$ cat config.mk
export PLATFORM = sky130hd
export DESIGN_NAME = mem_arbiter
export DESIGN_NICKNAME = d
export VERILOG_FILES = /design/src/rtl/mem_arbiter.sv
export SDC_FILE = /design/constraint.sdc
export NUM_CORES = 1
export LEC_CHECK = 0
export ABC_AREA = 1
export CAP_MARGIN = 20
export CORE_AREA = 2 2 282 284
export DETAILED_ROUTE_END_ITERATION = 12
export DIE_AREA = 0 0 284 286
export GPL_TIMING_DRIVEN = 1
export PLACE_DENSITY = 0.45
export SYNTH_ARGS = -nofsm -noshare
export SYNTH_HDL_FRONTEND = slang
export SYNTH_SLANG_ARGS = --single-unit
$ cat constraint.sdc
create_clock -name clk -period 2.8 [get_ports clk]
set_input_delay 0.7 -clock clk [delete_from_list [all_inputs] [get_ports clk]]
set_output_delay 0.7 -clock clk [all_outputs]
set_load 0.005 [all_outputs]
$ cat src/rtl/mem_arbiter.sv
// Round-robin arbiter sharing one block-transfer memory bus between the I-cache and D-cache miss paths.
// One transaction at a time: IDLE grants, BUSY holds the strobe until mem_ready, RESP pulses the requester's ready.
module mem_arbiter #(
    parameter int ADDR_W = 28,
    parameter int DATA_W = 128
) (
    input  logic              clk,
    input  logic              rst,
    input  logic              ic_mem_read,
    input  logic [ADDR_W-1:0] ic_mem_addr,
    output logic [DATA_W-1:0] ic_mem_rdata,
    output logic              ic_mem_ready,
    input  logic              dc_mem_read,
    input  logic              dc_mem_write,
    input  logic [ADDR_W-1:0] dc_mem_addr,
    input  logic [DATA_W-1:0] dc_mem_wdata,
    output logic [DATA_W-1:0] dc_mem_rdata,
    output logic              dc_mem_ready,
    output logic              mem_read,
    output logic              mem_write,
    output logic [ADDR_W-1:0] mem_addr,
    output logic [DATA_W-1:0] mem_wdata,
    input  logic [DATA_W-1:0] mem_rdata,
    input  logic              mem_ready
);

    localparam logic [1:0] IDLE = 2'd0;
    localparam logic [1:0] BUSY = 2'd1;
    localparam logic [1:0] RESP = 2'd2;

    localparam logic PORT_I = 1'b0;
    localparam logic PORT_D = 1'b1;

    logic [1:0]        state_q,     state_d;
    logic              last_gnt_q,  last_gnt_d;
    logic              gnt_q,       gnt_d;
    logic              mem_read_q,  mem_read_d;
    logic              mem_write_q, mem_write_d;
    logic [ADDR_W-1:0] mem_addr_q,  mem_addr_d;
    logic [DATA_W-1:0] mem_wdata_q, mem_wdata_d;
    logic [DATA_W-1:0] ic_rdata_q,  ic_rdata_d;
    logic [DATA_W-1:0] dc_rdata_q,  dc_rdata_d;
    logic              ic_ready_q,  ic_ready_d;
    logic              dc_ready_q,  dc_ready_d;

    logic ic_req;
    logic dc_req;
    logic gnt_sel;

    assign ic_req = ic_mem_read;
    assign dc_req = dc_mem_read | dc_mem_write;

    always_comb begin
        state_d     = state_q;
        last_gnt_d  = last_gnt_q;
        gnt_d       = gnt_q;
        mem_read_d  = mem_read_q;
        mem_write_d = mem_write_q;
        mem_addr_d  = mem_addr_q;
        mem_wdata_d = mem_wdata_q;
        ic_rdata_d  = ic_rdata_q;
        dc_rdata_d  = dc_rdata_q;
        ic_ready_d  = 1'b0;
        dc_ready_d  = 1'b0;
        gnt_sel     = PORT_I;

        case (state_q)
            IDLE: begin
                if (ic_req || dc_req) begin
                    if (ic_req && dc_req) begin
                        gnt_sel = (last_gnt_q == PORT_I) ? PORT_D : PORT_I;
                    end else begin
                        gnt_sel = dc_req ? PORT_D : PORT_I;
                    end
                    last_gnt_d = gnt_sel;
                    gnt_d      = gnt_sel;
                    state_d    = BUSY;
                    // A D-side read+write collision issues the write; the cache replays the read later.
                    if (gnt_sel == PORT_D) begin
                        mem_write_d = dc_mem_write;
                        mem_read_d  = ~dc_mem_write;
                        mem_addr_d  = dc_mem_addr;
                        mem_wdata_d = dc_mem_wdata;
                    end else begin
                        mem_write_d = 1'b0;
                        mem_read_d  = 1'b1;
                        mem_addr_d  = ic_mem_addr;
                    end
                end
            end
            BUSY: begin
                if (mem_ready) begin
                    mem_read_d  = 1'b0;
                    mem_write_d = 1'b0;
                    state_d     = RESP;
                    if (gnt_q == PORT_D) begin
                        dc_ready_d = 1'b1;
                        if (mem_read_q) dc_rdata_d = mem_rdata;
                    end else begin
                        ic_ready_d = 1'b1;
                        if (mem_read_q) ic_rdata_d = mem_rdata;
                    end
                end
            end
            RESP: begin
                state_d = IDLE;
            end
            default: begin
                state_d = IDLE;
            end
        endcase
    end

    // Reset abandons any in-flight transfer; a late mem_ready then lands in IDLE and is ignored.
    always_ff @(posedge clk) begin
        if (rst) begin
            state_q     <= IDLE;
            last_gnt_q  <= PORT_D;
            gnt_q       <= PORT_I;
            mem_read_q  <= 1'b0;
            mem_write_q <= 1'b0;
            mem_addr_q  <= '0;
            mem_wdata_q <= '0;
            ic_rdata_q  <= '0;
            dc_rdata_q  <= '0;
            ic_ready_q  <= 1'b0;
            dc_ready_q  <= 1'b0;
        end else begin
            state_q     <= state_d;
            last_gnt_q  <= last_gnt_d;
            gnt_q       <= gnt_d;
            mem_read_q  <= mem_read_d;
            mem_write_q <= mem_write_d;
            mem_addr_q  <= mem_addr_d;
            mem_wdata_q <= mem_wdata_d;
            ic_rdata_q  <= ic_rdata_d;
            dc_rdata_q  <= dc_rdata_d;
            ic_ready_q  <= ic_ready_d;
            dc_ready_q  <= dc_ready_d;
        end
    end

    assign mem_read     = mem_read_q;
    assign mem_write    = mem_write_q;
    assign mem_addr     = mem_addr_q;
    assign mem_wdata    = mem_wdata_q;
    assign ic_mem_rdata = ic_rdata_q;
    assign dc_mem_rdata = dc_rdata_q;
    assign ic_mem_ready = ic_ready_q;
    assign dc_mem_ready = dc_ready_q;

endmodule

==> run summary <==
total power divided by cell area -> 584 nW/um^2
post-route setup TNS -> 0 ns
WP data arrival -> 1.82 ns
sequential area share after synthesis -> 0.519
Final Hold Vio Count -> 0
Top-Level Pins -> 734
clock-pin transition on the worst setup and hold timing paths -> 0.06 ns
Skew-Pair Late Insertion Delay -> 0.59 ns
Area Overhead vs Synth -> 63.0%
CP endpoint kind -> output port
IO buf count -> 733
area of the multi-input gates -> 6390 sq um
Ys Warns -> 0
Setup Skew -> 0.0284 ns
Hold-fix buffers, CTS -> 0
fillers -> 8389
layout cells sized above 1 -> 0.0438
clk buf depth -> 3
Synth cell types -> 18
post-detailed-route count of antenna-violating nets -> 0
CTS Buf Count -> 51
critical path data required time -> 2.10 ns
Final #Nets -> 3269
H-tree depth -> 2
fin crit share -> 0.900
Hold WC Path Type -> reg2reg
measured slew at the worst slew-check pin -> 0.664 ns
final hold slack -> 0.460 ns
Mapped Nets -> 2609
worst-path fanout max -> 4
All-Layer GR Usage -> 0.164
Die Wd -> 284 microns
crit path kind -> reg2out
FF+latch count, synth -> 420
Worst setup SP type -> flip-flop
first-pass GRT wire length -> 104000 microns
routed wire length -> 69400 microns
outcome -> completed
post_cts resized -> 0
DRC -> 0
Leakage -> 10.6 nW
number of max-cap violations -> 0
Max Freq -> 397 MHz
buffer count from post-CTS setup fixing -> 0
RePlAce Congestion -> 0.829
worst-path cell chain -> clkdlybuf4s50_1
delay-heaviest family, CP -> buffers and inverters
DP HPWL -> 50200 microns
Die H -> 286 microns
Slew Limit Fails -> 0
Initial Utilization -> 0.207
Synth Cell Area -> 16200 sq um
row cnt -> 103
initial antenna violation count -> 5
remaining global-route overflow -> 0
slowest CP cell -> clkdlybuf4s50_1
Worst slew margin -> 0.557
Synth top area share -> 0.519
Final Power -> 15.4 mW
slowest cell delay on critical path -> 0.67 ns
register area -> 8410 sq um
main area contributors after synthesis -> dfxtp_1, nand2_1, nor2_1
Clock Sinks -> 420
pin count of the biggest net entering global routing -> 135
CORE AREA -> 78400 sq um
top cell type by total area after synthesis -> dfxtp_1
drt first pass iters -> 5
Synth Area per Inst -> 7.07 sq um
Final setup viols -> 0
vias in the first global route -> 16700
vias per cell -> 4.17
min Tclk post-route -> 2.52 ns
die area -> 81200 sq um
gate count after technology mapping -> 2291
detailed router's first-iteration violation count -> 698
vias -> 16900
CTS tree -> yes
unrepaired setup endpoints after global routing -> no
mean routed wirelength per cell -> 17.2 microns
CP bufs+invs -> 1
peak supply drop -> 0.000353 V
clock root cell -> clkbuf_16
[cells in the mapped netlist]
| cell | instances |
|---|---|
| buf_1 | 13 |
| nor3_2 | 1 |
| inv_2 | 2 |
| o21ai_1 | 2 |
| dfxtp_1 | 420 |
| inv_1 | 189 |
| a21oi_1 | 132 |
| nand3_2 | 1 |
| o21ai_0 | 127 |
| buf_4 | 1 |
| nor2_1 | 475 |
| clkbuf_1 | 70 |
| nor3_1 | 130 |
| buf_2 | 85 |
| clkbuf_2 | 1 |
| clkinv_1 | 1 |
| nand3_1 | 130 |
| nand2_1 | 511 |
[report_power, final]
part	leakage [nW]	switching (mW)	internal, mW	total (mW)
sequential	3.41	0.158	6.26	6.42
combinational	6.39	1.21	1.23	2.44
clock	0.803	2.69	3.88	6.58
[routing by layer]
| layer | vias up | track usage | wire (microns) |
|---|---|---|---|
| met1 | 7737 | 0.184 | 27200 |
| met4 | 2 | 0.0450 | 1660 |
| li1 | 8456 | - | - |
| met3 | 87 | 0.0564 | 5890 |
| met2 | 574 | 0.293 | 34600 |
| met5 | - | 0 | 13 |
[worst paths after layout]
check / cells past startpoint / endpoint / start / slack [ns]
worst max-delay path: 1 / mem_read / mem_read / 0.28
worst min-delay path: 2 / mem_wdata[126] / mem_wdata[126] / 0.46
worst max register to register: 6 / dc_mem_rdata[83] / mem_read / 0.91
worst min register to register: 2 / mem_wdata[126] / mem_wdata[126] / 0.46
[final cells by class]
type                       count  area share
sequential                   420       0.318
timing repair buffer         777       0.300
multi-input combinational   1509       0.242
clock buffer                  81      0.0575
tap                         1050      0.0497
inverter                     192      0.0277
clock inverter                11     0.00464
antenna                        4    0.000379
[sequential cells by signal (all words and copies together), names as in the netlist]
| signal | flops |
|---|---|
| mem_write | 1 |
| dc_mem_ready | 1 |
| mem_addr | 28 |
| ic_mem_ready | 1 |
| mem_wdata | 128 |
| ic_mem_rdata | 128 |
| state_q | 2 |
| gnt_q | 1 |
| mem_read | 1 |
| dc_mem_rdata | 128 |
| last_gnt_q | 1 |
[metrics by stage]
step	cells	cell area [sq um]	worst slack, ns	utilization
6_report	4044	26400	0.279	0.337
4_1_cts	4040	26400	0.162	0.337
3_3_place_gp	3948	24800	0.249	0.316
5_1_grt	4042	26400	0.149	0.337
3_5_place_dp	3948	24800	0.221	0.316
2_1_floorplan	2291	16200	1.20	-
[kinds of logic after synthesis]
kind of cell / Yosys count / synth area share
buffers and inverters: 362 / 0.0907
DFF: 420 / 0.519
AOI/OAI and AO/OA: 261 / 0.0806
and+or+nand+nor: 1248 / 0.310
[cells in the final DEF, fill, tap and decap left out, drive strengths merged]
master	netlist	layout
buf	99	45
clkbuf	71	81
nor2	475	475
inv	191	193
clkdlybuf4s50	0	732
diode	0	4
nand2	511	511
a21oi	132	132
bufinv	0	2
nand3	131	131
dfxtp	420	420
clkinvlp	0	1
o21ai	129	129
nor3	131	131
clkinv	1	7
(Power assumes the default switching activity.)
